<file path="src/rtl/if_id_register_if.sv">
// rtl/if_id_register_if.sv - IF/ID pipeline register bus: fetch-side inputs, hazard controls, decode-side outputs
interface if_id_register_if;
  logic [31:0] IF_PC;
  logic [31:0] IF_PC4;
  logic [31:0] IF_Inst;
  logic        stall;
  logic        flush;
  logic        ID_is_jump;
  logic [31:0] ID_PC;
  logic [31:0] ID_PC4;
  logic [31:0] ID_Inst;
  logic        ID_valid;
  logic        ID_in_delay_slot;
  logic [4:0]  ID_exc_code;

  modport master (
    output IF_PC, IF_PC4, IF_Inst, stall, flush, ID_is_jump,
    input  ID_PC, ID_PC4, ID_Inst, ID_valid, ID_in_delay_slot, ID_exc_code
  );

  modport slave (
    input  IF_PC, IF_PC4, IF_Inst, stall, flush, ID_is_jump,
    output ID_PC, ID_PC4, ID_Inst, ID_valid, ID_in_delay_slot, ID_exc_code
  );
endinterface

</file>
<file path="src/rtl/if_id_register.sv">
// rtl/if_id_register.sv - IF/ID pipeline register with stall, flush, delay-slot tracking and AdEL fetch check
// Optional stall/bubble performance counters enabled by defining IF_ID_PERF_CNT_EN.
module if_id_register #(
  parameter logic [31:0] RESET_PC  = 32'h0000_3000,
  parameter logic [31:0] TEXT_BASE = 32'h0000_3000,
  parameter logic [31:0] TEXT_END  = 32'h0000_6FFC,
  parameter logic [4:0]  EXC_ADEL  = 5'd4
) (
  input  logic               clk,
  input  logic               reset,
  if_id_register_if.slave    bus
`ifdef IF_ID_PERF_CNT_EN
  ,
  output logic [31:0]        stall_cnt,
  output logic [31:0]        bubble_cnt
`endif
);

  typedef enum logic {RUN, HOLD} state_t;

  state_t      state;
  logic [31:0] pc_r;
  logic [31:0] pc4_r;
  logic [31:0] inst_r;
  logic        valid_r;
  logic        ds_r;
  logic [4:0]  exc_r;
  logic        fetch_fault;

  assign fetch_fault = (bus.IF_PC[1:0] != 2'b00) || (bus.IF_PC < TEXT_BASE) || (bus.IF_PC > TEXT_END);

  always_ff @(posedge clk) begin
    if (!reset) begin
      state   <= RUN;
      pc_r    <= RESET_PC;
      pc4_r   <= RESET_PC + 32'd4;
      inst_r  <= 32'd0;
      valid_r <= 1'b0;
      ds_r    <= 1'b0;
      exc_r   <= 5'd0;
    end else if (bus.flush) begin
      // PC still loads so EPC logic sees the address being squashed
      state   <= RUN;
      pc_r    <= bus.IF_PC;
      pc4_r   <= bus.IF_PC4;
      inst_r  <= 32'd0;
      valid_r <= 1'b0;
      ds_r    <= 1'b0;
      exc_r   <= 5'd0;
    end else begin
      case (state)
        RUN:     state <= bus.stall ? HOLD : RUN;
        HOLD:    state <= bus.stall ? HOLD : RUN;
        default: state <= RUN;
      endcase
      if (!bus.stall) begin
        pc_r    <= bus.IF_PC;
        pc4_r   <= bus.IF_PC4;
        valid_r <= 1'b1;
        // a bubble in ID cannot own a delay slot
        ds_r    <= bus.ID_is_jump & valid_r;
        inst_r  <= fetch_fault ? 32'd0 : bus.IF_Inst;
        exc_r   <= fetch_fault ? EXC_ADEL : 5'd0;
      end
    end
  end

  assign bus.ID_PC            = pc_r;
  assign bus.ID_PC4           = pc4_r;
  assign bus.ID_Inst          = inst_r;
  assign bus.ID_valid         = valid_r;
  assign bus.ID_in_delay_slot = ds_r;
  assign bus.ID_exc_code      = exc_r;

`ifdef IF_ID_PERF_CNT_EN
  logic [31:0] stall_cnt_r;
  logic [31:0] bubble_cnt_r;

  // saturating: a pinned counter signals overflow rather than wrapping
  always_ff @(posedge clk) begin
    if (!reset) begin
      stall_cnt_r  <= 32'd0;
      bubble_cnt_r <= 32'd0;
    end else begin
      if (bus.stall && !bus.flush && stall_cnt_r != 32'hFFFF_FFFF)
        stall_cnt_r <= stall_cnt_r + 32'd1;
      if (bus.flush && bubble_cnt_r != 32'hFFFF_FFFF)
        bubble_cnt_r <= bubble_cnt_r + 32'd1;
    end
  end

  assign stall_cnt  = stall_cnt_r;
  assign bubble_cnt = bubble_cnt_r;
`endif

endmodule

</file>
<file path="src/flat_wrapper.sv">
// flat-port wrapper written by rule: the top's interface ports become plain ports
module if_id_register_flat 
#(
  parameter logic [31:0] RESET_PC  = 32'h0000_3000,
  parameter logic [31:0] TEXT_BASE = 32'h0000_3000,
  parameter logic [31:0] TEXT_END  = 32'h0000_6FFC,
  parameter logic [4:0]  EXC_ADEL  = 5'd4
)
  (clk, reset, bus_IF_PC, bus_IF_PC4, bus_IF_Inst, bus_stall, bus_flush, bus_ID_is_jump, bus_ID_PC, bus_ID_PC4, bus_ID_Inst, bus_ID_valid, bus_ID_in_delay_slot, bus_ID_exc_code);
  if_id_register_if bus_i ();
  input  logic clk;
  input  logic reset;
  input wire logic [$bits(bus_i.IF_PC)-1:0] bus_IF_PC;
  input wire logic [$bits(bus_i.IF_PC4)-1:0] bus_IF_PC4;
  input wire logic [$bits(bus_i.IF_Inst)-1:0] bus_IF_Inst;
  input wire logic [$bits(bus_i.stall)-1:0] bus_stall;
  input wire logic [$bits(bus_i.flush)-1:0] bus_flush;
  input wire logic [$bits(bus_i.ID_is_jump)-1:0] bus_ID_is_jump;
  output wire logic [$bits(bus_i.ID_PC)-1:0] bus_ID_PC;
  output wire logic [$bits(bus_i.ID_PC4)-1:0] bus_ID_PC4;
  output wire logic [$bits(bus_i.ID_Inst)-1:0] bus_ID_Inst;
  output wire logic [$bits(bus_i.ID_valid)-1:0] bus_ID_valid;
  output wire logic [$bits(bus_i.ID_in_delay_slot)-1:0] bus_ID_in_delay_slot;
  output wire logic [$bits(bus_i.ID_exc_code)-1:0] bus_ID_exc_code;
  assign bus_i.IF_PC = bus_IF_PC;
  assign bus_i.IF_PC4 = bus_IF_PC4;
  assign bus_i.IF_Inst = bus_IF_Inst;
  assign bus_i.stall = bus_stall;
  assign bus_i.flush = bus_flush;
  assign bus_i.ID_is_jump = bus_ID_is_jump;
  assign bus_ID_PC = bus_i.ID_PC;
  assign bus_ID_PC4 = bus_i.ID_PC4;
  assign bus_ID_Inst = bus_i.ID_Inst;
  assign bus_ID_valid = bus_i.ID_valid;
  assign bus_ID_in_delay_slot = bus_i.ID_in_delay_slot;
  assign bus_ID_exc_code = bus_i.ID_exc_code;
  if_id_register #(.RESET_PC(RESET_PC), .TEXT_BASE(TEXT_BASE), .TEXT_END(TEXT_END), .EXC_ADEL(EXC_ADEL)) u_core (.clk(clk), .reset(reset), .bus(bus_i));
endmodule
</file>
<file path="config.mk">
export PLATFORM = sky130hd
export DESIGN_NAME = if_id_register_flat
export DESIGN_NICKNAME = d
export VERILOG_FILES = /design/src/rtl/if_id_register_if.sv /design/src/rtl/if_id_register.sv /design/src/flat_wrapper.sv
export SDC_FILE = /design/constraint.sdc
export NUM_CORES = 1
export LEC_CHECK = 0
export CORE_ASPECT_RATIO = 1.1
export CORE_MARGIN = 3
export CORE_UTILIZATION = 40
export CTS_BUF_LIST = sky130_fd_sc_hd__clkbuf_8
export CTS_CLUSTER_DIAMETER = 40
export CTS_CLUSTER_SIZE = 25
export DETAILED_ROUTE_END_ITERATION = 6
export DONT_BUFFER_PORTS = 1
export GPL_ROUTABILITY_DRIVEN = 0
export GPL_TIMING_DRIVEN = 0
export SYNTH_ARGS = -nofsm -noshare
export SYNTH_HDL_FRONTEND = slang
export SYNTH_SLANG_ARGS = --single-unit
</file>
<file path="constraint.sdc">
create_clock -name clk -period 3.5 [get_ports clk]
set_clock_uncertainty 0.15 [all_clocks]
set_input_delay 0.875 -clock clk [delete_from_list [all_inputs] [get_ports clk]]
set_output_delay 0.875 -clock clk [all_outputs]
set_load 0.01 [all_outputs]
</file>
# Word-level counts from Yosys, hierarchy flattened
# Cells that the tools add are included.
# totals
ff_bits	103
latch_bits	0
ramBits	0
romBits	0
inputBits	101
memories	0
# op_classes
add_sub_neg	0
mul	0
div_mod_pow	0
order_cmp	2
eq_ne	1
shifts	0
muxes	6
n_bitwise	2
reduce_logical	4
# ops
op	count
$mux W32	5
$gt A32 B15 Y1 const B	1
$lt A32 B14 Y1 const B	1
$mux W3	1
$logic_or A1 B1 Y1	2
$ne A2 B1 Y1 const B	1
$reduce_bool A2 Y1	1
$reduce_or A2 Y1	1
$and A1 B1 Y1	1
$not A1 Y1	1

# Longest topological paths before layout
# logic_depth
ltp_word	4
ltp_mapped	6

# Worst setup path before layout
# Ideal clock, no wire load.
# synth_timing
path_kind	input port to flip-flop
from	input port bus_stall
to	register u_core.inst_r[15], in the netlist u_core.bus.ID_Inst[15]
setup_ns	0.083
t_arrival_ns	1.812
slack_ns	1.455
cell_stages	5
path_cell_list	buf_6 > nor4_4 > o211ai_4 > buf_6 > o31ai_4
# synth_rtl
item	line	source
start, declared	flat_wrapper.sv:16	input wire logic [$bits(bus_i.stall)-1:0] bus_stall;
end signal, assigned	if_id_register.sv:62	inst_r <= fetch_fault ? 32'd0 : bus.IF_Inst;
end, declared	if_id_register.sv:24	logic [31:0] inst_r;

# Worst setup path after layout
# layout_timing
from	input port reset
to	register u_core.inst_r[7], in the netlist u_core.bus.ID_Inst[7]
# layout_via
elab_chain_len	2
# layout_lines
item	line	source
start, declared	flat_wrapper.sv:12	input logic reset;
$not A1 Y1 (no source line)	n/a	
$reduce_or A2 Y1 (no source line)	n/a	
# Every way passes these cells.
# A chain may end at the register's enable or synchronous reset.

==> load_flow_metrics.sql <==
INSERT INTO impl_metrics (metric_group, metric, value, unit) VALUES
('status', 'run_status', 'finished clean', ''),
('logic_synthesis', 'synth_cells', '452', ''),
('global_routing', 'initial_antenna_violation_count', '0', ''),
('clock_network', 'htree_levels', '3', ''),
('timing', 'rsz0062_at_grt', 'false', ''),
('floorplan', 'core_region_area', '9940', 'um2'),
('clock_network', 'cts.repair_timing.setup_buffer_count', '0', ''),
('floorplan', 'num_rows', '38', ''),
('global_routing', 'grt_pass1_vias', '3213', ''),
('worst_setup_path', 'critical_path_arrival', '2170', 'ps'),
('final_layout', 'area_growth', '7.85', '%'),
('place', 'io_buffer_count', '0', ''),
('worst_setup_path', 'timing.critical_path.fanout_max', '10', ''),
('clock_network', 'tritoncts.num_buffers', '9', ''),
('final_layout', 'final.fill_count', '988', ''),
('routing', 'viasPerCell', '5.37', ''),
('worst_setup_path', 'critical_path.cell_chain', 'nor2b_1 -> buf_2 -> clkbuf_1 -> nand3_1 -> o31ai_4', ''),
('timing', 'layout_worst_path_cycle_share', '0.582', ''),
('routing', 'postRouteAntennaNets', '0', ''),
('worst_setup_path', 'endpoint_kind', 'register', ''),
('worst_setup_path', 'cp_data_required_time', '3630', 'ps'),
('floorplan', 'io_pins', '204', ''),
('logic_synthesis', 'synthXorXnorAreaFrac', '0', ''),
('power', 'powerDensity', '452', 'nW/um2'),
('timing', 'report.final.setup_viol', '0', ''),
('logic_synthesis', 'synth_warnings', '0', ''),
('timing', 'timing.final.max_slew_violations', '0', ''),
('worst_setup_path', 'cp_slowest_cell', 'clkbuf_1', ''),
('place', 'hpwl', '8070', 'um'),
('final_layout', 'post_layout_nonfiller_instances', '590', ''),
('global_routing', 'grt_start_max_net_pins', '15', ''),
('final_layout', 'multiInputGateArea', '1880', 'um2'),
('logic_synthesis', 'synth_adder_area_share', '0', ''),
('logic_synthesis', 'synth_top_family_by_area', 'simple AND/OR/NAND/NOR gates', ''),
('final_layout', 'share_of_post_route_cells_with_drive_strength_above_1', '0.151', ''),
('global_routing', 'groute.usage.overall', '0.181', ''),
('worst_setup_path', 'timing.critical_path.to', 'u_core.bus.ID_Inst[7]', ''),
('worst_hold_path', 'min_from', 'u_core.bus.ID_PC4[8]', ''),
('logic_synthesis', 'synthDistinctLibCells', '23', ''),
('worst_setup_path', 'crit-reg2reg-launch', 'u_core.bus.ID_valid', ''),
('routing', 'finalWirelength', '10500', 'um'),
('routing', 'dr.first_iter.drc_count', '88', ''),
('worst_setup_path', 'worst-setup-path-type', 'input pin to register', ''),
('worst_setup_path', 'cp_num_buf_inv', '2', ''),
('worst_setup_path', 'start_kind', 'input pin', ''),
('final_layout', 'antenna-diode-count', '0', ''),
('timing', 'layout_min_cycle_time', '2040', 'ps'),
('logic_synthesis', 'seq_area_frac_synth', '0.482', ''),
('global_routing', 'grt_first_pass_wirelength', '16400', 'um'),
('clock_network', 'cts_hold_buffers', '0', ''),
('routing', 'wire_per_inst', '17.8', 'um'),
('final_layout', 'finish.net_count', '567', ''),
('worst_setup_path', 'number_of_stages_on_the_worst_setup_path', '5', ''),
('power', 'ir_worst_vdd', '0.000266', 'V'),
('floorplan', 'initial_utilization', '0.414', ''),
('logic_synthesis', 'synth_seq_cells', '99', ''),
('final_layout', 'regArea', '1980', 'um2'),
('timing', 'hold_viol_final', '0', ''),
('clock_network', 'cts_root_buf', 'clkbuf_8', ''),
('worst_setup_path', 'worstSetupStartpoint', 'reset', ''),
('logic_synthesis', 'avgSynthCellArea', '9.10', 'um2'),
('timing', 'fmax', '0.491', 'GHz'),
('worst_setup_path', 'r2r_cells', '2', ''),
('floorplan', 'die_height', '112', 'um'),
('clock_network', 'clk_latency', '350', 'ps'),
('power', 'total_power', '0.00201', 'W'),
('routing', 'drt-pass1-iter-count', '4', ''),
('global_routing', 'grt-ovfl-total', '0', ''),
('place', 'placement.cell_area', '4270', 'um2'),
('routing', 'remaining_drc_errors', '0', ''),
('place', 'placed_cells', '575', '');
[through the flow]
stage	utilization	worst slack [ps]	hold slack (ps)
5_1_grt	0.446	1330	392
3_3_place_gp	0.430	1120	350
4_1_cts	0.446	1480	368
3_5_place_dp	0.430	1090	356
6_report	0.446	1460	363
2_1_floorplan	-	1450	335
[how the worst min path moves through the flow]
| stage | cells past startpoint | to | slack (ps) |
|---|---|---|---|
| floorplan | 2 | u_core.bus.ID_PC4[10] | 340 |
| global placement | 2 | u_core.bus.ID_PC4[0] | 350 |
| detailed placement | 2 | u_core.bus.ID_PC4[0] | 360 |
| CTS | 2 | u_core.bus.ID_PC4[8] | 370 |
| global route | 2 | u_core.bus.ID_PC[3] | 390 |
| finish | 2 | u_core.bus.ID_PC4[8] | 360 |
[state kept, by name (all words and copies together), names as in the netlist]
register                     cells
u_core.bus.ID_Inst              32
u_core.bus.ID_exc_code           1
u_core.bus.ID_PC                32
u_core.bus.ID_PC4               32
u_core.bus.ID_valid              1
u_core.bus.ID_in_delay_slot      1
[metal layers]
| metal | GRT usage | wire length (um) |
|---|---|---|
| met1 | 0.210 | 4000 |
| met2 | 0.292 | 5110 |
| met3 | 0.0653 | 1150 |
| met4 | 0.0892 | 236 |
| met5 | 0 | 0 |
[placed cells by master, fill, tap and decap left out, drive strengths merged]
cell / instances
dfxtp: 99
nand2b: 1
nor4: 5
clkbuf: 28
and3b: 1
a21boi: 61
nand3: 71
nor2b: 2
inv: 4
o211ai: 1
buf: 27
o21a: 1
o31ai: 32
o221a: 1
nand2: 130
clkinvlp: 1
clkinv: 1
conb: 4
[cell families (layout without fill, tap and decap cells)]
logic type	after synthesis	in the layout
other	1	4
DFF	99	99
AOI/OAI and AO/OA	96	96
and+or+nand+nor	210	210
buffers and inverters	46	61
[tightest hold or removal path: cells and delay by family (launching register included)]
family | cells | cell delay (ps)
simple gates | 1 | 60
compound gates | 1 | 60
flops | 1 | 350
[synthesized netlist by cell type (all sizes together)]
cell | n | area, um2
a21boi | 61 | 458
and3b | 1 | 8.76
buf | 27 | 163
clkbuf | 18 | 97.6
conb | 1 | 3.75
dfxtp | 99 | 1980
inv | 1 | 3.75
nand2 | 130 | 488
nand2b | 1 | 6.26
nand3 | 71 | 355
nor2b | 2 | 12.5
nor4 | 5 | 76.3
o211ai | 1 | 21.3
o21a | 1 | 7.51
o221a | 1 | 11.3
o31ai | 32 | 417
[final cells by class]
cell class,count,area share
multi-input combinational,310,0.423
inverter,1,0.000847
tap,120,0.0339
clock inverter,5,0.00536
buffer,45,0.0587
sequential,99,0.447
clock buffer,10,0.0310
[power breakdown]
| part | total [W] | internal [W] | switching (W) |
|---|---|---|---|
| Sequential | 0.00123 | 0.00117 | 0.0000580 |
| Combinational | 0.000139 | 0.0000524 | 0.0000869 |
| Clock | 0.000634 | 0.000266 | 0.000369 |
Note: power is estimated with default switching activity, not from simulation.
